[config.mk]
export PLATFORM = sky130hd
export DESIGN_NAME = morse_playback_ctrl
export DESIGN_NICKNAME = d
export VERILOG_FILES = /design/src/rtl/morse_pkg.sv /design/src/rtl/morse_rate_divider.sv /design/src/rtl/morse_playback_ctrl.sv
export SDC_FILE = /design/constraint.sdc
export NUM_CORES = 1
export LEC_CHECK = 0
export CORE_UTILIZATION = 54
export DETAILED_ROUTE_END_ITERATION = 7
export PLACE_DENSITY = 0.75
export SKIP_CTS_REPAIR_TIMING = 1
export SYNTH_ARGS = -nofsm -noshare
export SYNTH_HDL_FRONTEND = slang
export SYNTH_HIERARCHICAL = 1
export SYNTH_SLANG_ARGS = --single-unit
export TNS_END_PERCENT = 100
[constraint.sdc]
create_clock -name clock -period 4.6 [get_ports clock]
set_input_delay 0.69 -clock clock [delete_from_list [all_inputs] [get_ports clock]]
set_output_delay 0.69 -clock clock [all_outputs]
set_load 0.02 [all_outputs]
[src/rtl/morse_pkg.sv]
// Shared types and letter tables for the Morse playback controller.
// Patterns are LSB-first: bit0 is the first element shown on the LED.
package morse_pkg;

  localparam int MORSE_PATTERN_W = 12;
  localparam int MORSE_LEN_W     = 4;
  localparam int MORSE_LETTERS   = 8;
  localparam int MORSE_GAP_TICKS = 3;

  typedef enum logic [2:0] {
    IDLE,
    LOAD,
    PLAY,
    GAP,
    DONE
  } state_e;

  typedef logic [2:0] letter_t;

  // dot = 1, dash = 111, intra-letter gap = 0
  localparam logic [MORSE_PATTERN_W-1:0] MORSE_PATTERN [0:MORSE_LETTERS-1] = '{
    12'h01D,
    12'h157,
    12'h5D7,
    12'h057,
    12'h001,
    12'h175,
    12'h177,
    12'h055
  };

  localparam logic [MORSE_LEN_W-1:0] MORSE_LEN [0:MORSE_LETTERS-1] = '{
    4'd5,
    4'd9,
    4'd11,
    4'd7,
    4'd1,
    4'd9,
    4'd9,
    4'd7
  };

  function automatic logic [MORSE_PATTERN_W-1:0] morse_pattern(
    input letter_t l
  );
    return MORSE_PATTERN[l];
  endfunction

  function automatic logic [MORSE_LEN_W-1:0] morse_len(
    input letter_t l
  );
    return MORSE_LEN[l];
  endfunction

endpackage

[src/rtl/morse_rate_divider.sv]
// Element-rate divider: counts 0..CLK_DIV-1 while enabled.
// tick marks the last count of each element period.
module morse_rate_divider #(
  parameter int CLK_DIV = 25_000_000
) (
  input  logic clock,
  input  logic reset,
  input  logic clr,
  input  logic en,
  output logic tick
);

  localparam int CW = (CLK_DIV > 2) ? $clog2(CLK_DIV) : 1;
  localparam logic [CW-1:0] LAST = CW'(CLK_DIV - 1);

  logic [CW-1:0] cnt_q;
  logic [CW-1:0] cnt_d;

  always_comb begin
    cnt_d = cnt_q;
    if (clr) begin
      cnt_d = '0;
    end else if (en) begin
      if (cnt_q == LAST) begin
        cnt_d = '0;
      end else begin
        cnt_d = cnt_q + 1'b1;
      end
    end
  end

  always_ff @(posedge clock or negedge reset) begin
    if (!reset) begin
      cnt_q <= '0;
    end else begin
      cnt_q <= cnt_d;
    end
  end

  assign tick = en && (cnt_q == LAST);

endmodule

[src/rtl/morse_playback_ctrl.sv]
// Morse playback controller feeding a 12-bit LSB-out rotating register.
// Define MORSE_LETTER_GAP_EN to add a dark inter-letter gap before done.
module morse_playback_ctrl
  import morse_pkg::*;
#(
  parameter int CLK_DIV   = 25_000_000,
  parameter int PATTERN_W = MORSE_PATTERN_W,
  parameter int LEN_W     = MORSE_LEN_W
) (
  input  logic                 clock,
  input  logic                 reset,
  input  logic                 start,
  input  logic [2:0]           letter_sel,
  output logic [PATTERN_W-1:0] pattern,
  output logic                 load_n,
  output logic                 shift_en,
  output logic                 busy,
  output logic                 done
);

  state_e               state_q;
  state_e               state_d;
  logic [PATTERN_W-1:0] pattern_q;
  logic [PATTERN_W-1:0] pattern_d;
  logic [LEN_W-1:0]     count_q;
  logic [LEN_W-1:0]     count_d;
  logic                 load_n_q;
  logic                 load_n_d;
  logic                 shift_en_q;
  logic                 shift_en_d;
  logic                 busy_q;
  logic                 busy_d;
  logic                 done_q;
  logic                 done_d;

  logic div_clr;
  logic div_en;
  logic tick;

  morse_rate_divider #(
    .CLK_DIV (CLK_DIV)
  ) u_div (
    .clock (clock),
    .reset (reset),
    .clr   (div_clr),
    .en    (div_en),
    .tick  (tick)
  );

  // count reaches zero on the last tick; the exit happens one cycle
  // later so done never coincides with the final shift.
  always_comb begin
    state_d    = state_q;
    pattern_d  = pattern_q;
    count_d    = count_q;
    shift_en_d = 1'b0;
    div_clr    = 1'b0;
    div_en     = 1'b0;
    unique case (state_q)
      IDLE: begin
        div_clr = 1'b1;
        if (start) begin
          state_d   = LOAD;
          pattern_d = PATTERN_W'(morse_pattern(letter_t'(letter_sel)));
          count_d   = LEN_W'(morse_len(letter_t'(letter_sel)));
        end
      end
      LOAD: begin
        div_en  = 1'b1;
        state_d = PLAY;
      end
      PLAY: begin
        div_en = 1'b1;
        if (tick) begin
          shift_en_d = 1'b1;
          count_d    = count_q - LEN_W'(1);
        end else if (count_q == '0) begin
`ifdef MORSE_LETTER_GAP_EN
          state_d = GAP;
          count_d = LEN_W'(MORSE_GAP_TICKS);
`else
          state_d = DONE;
`endif
        end
      end
      GAP: begin
        div_en = 1'b1;
        if (tick) begin
          count_d = count_q - LEN_W'(1);
        end else if (count_q == '0) begin
          state_d = DONE;
        end
      end
      DONE: begin
        div_clr = 1'b1;
        state_d = IDLE;
      end
      default: begin
        div_clr = 1'b1;
        state_d = IDLE;
      end
    endcase
  end

  // Strobes are registered from the next state so they line up with it.
  always_comb begin
    load_n_d = (state_d != LOAD);
    busy_d   = (state_d != IDLE);
    done_d   = (state_d == DONE);
  end

  always_ff @(posedge clock or negedge reset) begin
    if (!reset) begin
      state_q    <= IDLE;
      pattern_q  <= '0;
      count_q    <= '0;
      load_n_q   <= 1'b1;
      shift_en_q <= 1'b0;
      busy_q     <= 1'b0;
      done_q     <= 1'b0;
    end else begin
      state_q    <= state_d;
      pattern_q  <= pattern_d;
      count_q    <= count_d;
      load_n_q   <= load_n_d;
      shift_en_q <= shift_en_d;
      busy_q     <= busy_d;
      done_q     <= done_d;
    end
  end

  assign pattern  = pattern_q;
  assign load_n   = load_n_q;
  assign shift_en = shift_en_q;
  assign busy     = busy_q;
  assign done     = done_q;

endmodule

==> Word-level counts from Yosys, hierarchy flattened <==
Memory sizes are Yosys's and may differ from the RTL's. A register that Yosys moved wholly into a read port is not among the register bits.
Cells that the tools add are included.
{ "word_totals": {"register_bits": 36, "latch_bits": 0, "ramBits": 0, "romBits": 128, "in_bits": 6, "out_inout_bits": 16, "word_cells": 47, "memories": 2} }
{ "mem_list": {"columns": ["memory", "depth", "word_bits", "rd", "rd_ports_with_merged_regs", "write_ports", "line_no", "text"], "rows": [
  ["(no name shown)", 8, 12, 1, 1, 0, "morse_pkg.sv:46", "return MORSE_PATTERN[l];"],
  ["(no name shown)", 8, 4, 1, 0, 0, "morse_pkg.sv:52", "return MORSE_LEN[l];"]
]} }
{ "classes": {"addsub": 2, "n_mul": 0, "n_div": 0, "magnitude_cmp": 1, "eq_ne": 9, "n_shift": 0, "muxes": 15, "bitwise_logic": 1, "n_reduce_logical": 10} }
{ "op_table": {"columns": ["cell", "n"], "rows": [
  ["two-way mux 25 bit", 3],
  ["adder 25 x 1 -> 25 bit, second input constant", 1],
  ["== test 25 bit, second input constant", 1],
  ["two-way mux 4 bit", 4],
  ["two-way mux 3 bit", 3],
  ["one-hot mux 3 bit (3 select lines)", 1],
  ["one-hot mux 4 bit (2 select lines)", 1],
  ["== test 3 x 2 -> 1 bit, second input constant", 2],
  ["greater-or-equal comparator 4 bit, second input constant", 1],
  ["logical NOT 4 bit", 1],
  ["!= test 2 x 1 -> 1 bit, second input constant", 2],
  ["NOT 3 -> 4 bit", 1],
  ["subtractor 4 x 1 -> 4 bit, second input constant", 1],
  ["== test 3 x 1 -> 1 bit, second input constant", 1],
  ["== test 3 bit, second input constant", 1],
  ["logical NOT 3 bit", 1],
  ["two-way mux 1 bit", 3],
  ["!= test 3 x 1 -> 1 bit, second input constant", 1],
  ["AND reduction 3 bit", 1],
  ["nonzero test 3 bit", 1],
  ["OR reduction 3 bit", 1],
  ["!= test 2 bit, second input constant", 1],
  ["AND reduction 2 bit", 1],
  ["nonzero test 2 bit", 1],
  ["3 further kinds", 3]
]} }

==> Depth between registers and ports, before layout <==
{ "logic_depth": {"depth_word": 7, "mapped_depth": 10, "depth_no_buf": 8} }

==> Hierarchy <==
The synthesis kept the hierarchy.
{ "by_module_without_submodules": {"columns": ["module", "instances", "cells_per_inst", "area_each_um2"], "rows": [
  ["morse_rate_divider", 1, 169, 1508.9],
  ["morse_playback_ctrl", 1, 87, 927.1]
]} }

==> Worst setup path before layout <==
OpenSTA, ideal clock, no wires.
{ "synth_path": {"path_kind": "reg-to-reg", "startpoint": "register u_div.cnt_q[15]", "endpoint": "register count_q[3]", "arrival_time_ns": 2.096, "required_time_ns": 4.513, "setup_slack_ns": 2.417, "stages_incl_launch_ff": 9, "path_buffers": 2, "period_less_slack_ns": 2.183, "cell_sequence": "dfrtp_1 > buf_6 > or4_4 > nor4_4 > and3_2 > and3b_1 > buf_2 > nor3_2 > a211oi_2"} }
{ "synth_between": {"elab_chain_len": 4} }
{ "synth_rtl": {"columns": ["item", "line_no", "text"], "rows": [
  ["from (decl)", "morse_rate_divider.sv:16", "logic [CW-1:0] cnt_q;"],
  ["from (signal assigned)", "morse_rate_divider.sv:36", "cnt_q <= cnt_d;"],
  ["== test 25 bit", "morse_rate_divider.sv:40", "assign tick = en && (cnt_q == LAST);"],
  ["logical AND 1 bit", "morse_rate_divider.sv:40", null],
  ["named net tick", "morse_playback_ctrl.sv:38", "logic tick;"],
  ["!= test 2 x 1 -> 1 bit (no line)", null, null],
  ["AND reduction 3 bit (no line)", null, null],
  ["to (signal assigned)", "morse_playback_ctrl.sv:124", "count_q <= count_d;"],
  ["to (decl)", "morse_playback_ctrl.sv:25", "logic [LEN_W-1:0] count_q;"]
]} }
The timed path passes the listed nets, and every way through them passes these cells.
A chain may end at the register's enable or synchronous reset.

==> Worst setup path in the final report <==
{ "layout_path": {"startpoint": "register state_q[1]", "endpoint": "register u_div.cnt_q[23]"} }
{ "layout_between": {"elab_chain_len": 4, "word_cells_on_any_way": 7, "cone_classes": "4 x eq/ne; 2 x mux; 1 x reduce/logical"} }
{ "layout_rtl": {"columns": ["item", "line_no", "text"], "rows": [
  ["from (decl)", "morse_playback_ctrl.sv:21", "state_e state_q;"],
  ["from (signal assigned)", "morse_playback_ctrl.sv:122", "state_q <= state_d;"],
  ["== test 3 x 2 -> 1 bit or == test 3 x 1 -> 1 bit (tied branches)", "morse_playback_ctrl.sv:59", "unique case (state_q)"],
  ["OR reduction 3 bit (no line) *", null, null],
  ["two-way mux 1 bit *", "morse_playback_ctrl.sv:59", null],
  ["named net div_en", "morse_playback_ctrl.sv:37", "logic div_en;"],
  ["!= test 2 x 1 -> 1 bit (no line) *", null, null]
]} }
The timed path passes the listed nets; every way through them passes the cells marked *.

==> metrics.cfg <==
[run]
cap_violations=0

[synthesis]
synth_area_sq_mm=0.002436
yosys.area_share.xor_xnor_pct=4.674
yosys.cell_types.count=58
syn_avg_cell_area_sq_um=9.516
post-synth-top-area-fraction_pct=44.17
synthCells=256
synth_warnings=6
synth-compound-area-share_pct=9.707
ys_seq_area_share_pct=45.25
synth_top_family_by_area=simple AND/OR/NAND/NOR gates
synth_area_leaders=dfrtp_1 (44%), nor2_1 (4.9%), nand2_1 (3.9%), nand4_1 (3.1%), nand3_1 (2.9%)
yosys.area_share.simple_pct=29.69
synthAdderAreaFrac_pct=2.568
ys.flop_type=dfrtp_1
muxShareOfSynthArea_pct=2.157
async_flop_share_pct=100.0
synth-edff-count=0
ys_ff_latch=44
yosys.area.top_type=dfrtp_1

[drt]
wirelength_mm=4.749
drt_iter0_drc=167
via_per_inst=5.947
wl_per_cell_um=14.75
drt_first_pass_iters=4
ant_nets=0
via_count=1915
route.detailed.drc=0

[placed_design]
dpl.hpwl_mm=3.303
place_area_sq_mm=0.002586
port_buffers=19
numPlacedInstances=314
dp_slack_ns=1.638
gp_congestion=0.9467

[timing]
finalHoldViolCount=0
hold-worst-slack_ns=0.4921
clock_skew_ns=0.01069
setup_tns_ns=0
drv_slew=0
worst_slack_ns=1.589
tightest_slew_ns=0.9466
slew_headroom_pct=36.89
post-route-min-period_ns=3.011
fin_crit_sh_pct=65.47
rsz0062_at_grt=false
setup_viol=0
fmax_mhz=332.1

[power]
p_leak_nw=1.154
finalPower_uw=749.8
powerDensity_mw_per_mm2=276.9
ir_drop_v=0.0001768

[critical_path]
cpLargestDelayFamily=simple AND/OR/NAND/NOR gates
regToRegStartpoint=state_q[1]
critPathMaxFanout=17
critPathKind=reg2reg
worstPathArrival_ns=3.23
max_stage_delay_ns=0.61
critPathMostFrequentCell=nor2_1
cp-end-kind=register
critPathSlowestCell=or4_2
cp_data_required_time_ns=4.82
cp-start-kind=register
crit_start=state_q[1]
crit_chain=nor2_1 -> nor2_1 -> clkinv_1 -> nor3_1 -> nand3_1 -> or4_2 -> a21oi_1
critPathBufInv=1

[clocking]
cts_tree=yes
cts_root_buf=clkbuf_8
clk_latency_ns=0.31
cts_buffers=5
clock-sinks=44
htreeDepth=2
path_clk_slew_ns=0.09
cts_max_path_buffers=2

[cells_and_area]
num_antenna_cells=0
final_util_pct=62.18
drive_above_1_share_pct=10.74
area_growth_pct=11.15
fin_area_sq_mm=0.002708
final_cells=322
nets=280

[global_routing]
track_usage_pct=21.07
grt-ovfl-total=0
grt_pass1_wl_mm=8.114
grt_max_degree=45
first_global_vias=1781
antenna_found_initial=0

[min_path]
hold_class=reg2reg
hold_start=pattern[5]

[die]
die_h_um=69.17
core-area_sq_mm=0.004354
dieArea_sq_mm=0.004784
io_pins=22
die_width_um=69.17
start_util_pct=55.95
rows=24

[run_status]
status=complete, no violations

==> synthesized netlist by cell type, drive strengths merged, types with 5 or more instances <==
master	n
nand3	14
ha	5
buf	10
o21ai	9
nor2	32
xor2	8
nand2	25
inv	9
dfrtp	43
nor4	5
nor3	8
nand4	12
a21oi	10
xnor2	5
==> worst paths after layout <==
kind / to / slack (ns) / depth (start not counted)
hold reg to reg: pattern[5] / 0.49 / 2
min in group asynchronous: shift_en / 0.52 / 1
max in group asynchronous: u_div/cnt_q[16] / 3.48 / 1
setup / recovery: u_div/cnt_q[23] / 1.59 / 7
hold / removal: pattern[5] / 0.49 / 2
setup reg to reg: u_div/cnt_q[23] / 1.59 / 7
==> power by group <==
group          internal [mW]  switching, mW
clock                  0.178          0.137
sequential             0.391        0.00354
combinational         0.0166         0.0237
==> tightest hold or removal path: cells and delay by family (launching register included) <==
kind | cells | cell delay (ns)
flops | 1 | 0.36
simple gates | 2 | 0.11
==> layout make-up <==
| type | instances | area (sq um) |
|---|---|---|
| Fill cell | 374 | 1647 |
| Timing Repair Buffer | 19 | 185.2 |
| Clock buffer | 6 | 82.58 |
| Clock inverter | 2 | 38.79 |
| Tap cell | 52 | 65.06 |
| Inverter | 10 | 37.54 |
| Sequential cell | 44 | 1102 |
| Multi-Input combinational cell | 189 | 1196 |
==> registers in the layout, summed over array words and instances, names as in the netlist <==
signal	flops
busy	1
pattern	8
state_q	3
load_n	1
shift_en	1
done	1
count_q	4
u_div/cnt_q	25
==> placed cells by master (no fill, tap or decap), types with 8 or more instances in the layout <==
master / Yosys / layout
nor2_1: 32 / 32
nand3_1: 14 / 14
nand2_1: 25 / 25
dfrtp_1: 43 / 43
inv_1: 8 / 8
a21oi_1: 10 / 10
xor2_1: 8 / 8
clkdlybuf4s50_1: 0 / 18
nand4_1: 12 / 12
==> cells by family (layout without fill, tap and decap cells) <==
family / Yosys count / in the layout
simple gates: 129 / 129
flops: 44 / 44
compound gates: 35 / 35
buf+inv: 24 / 37
xor+xnor: 13 / 13
fa+ha+maj: 5 / 5
mux: 5 / 5
other cells: 1 / 2
==> layer usage <==
metal	wire [um]	share of wire [%]	track usage, %
met1	2385	50	31.31
met2	2065	43	30.53
met3	225	4.7	3.509
met4	73	1.5	8.617
met5	0	0	0
Note: power is estimated with default switching activity, not from simulation.
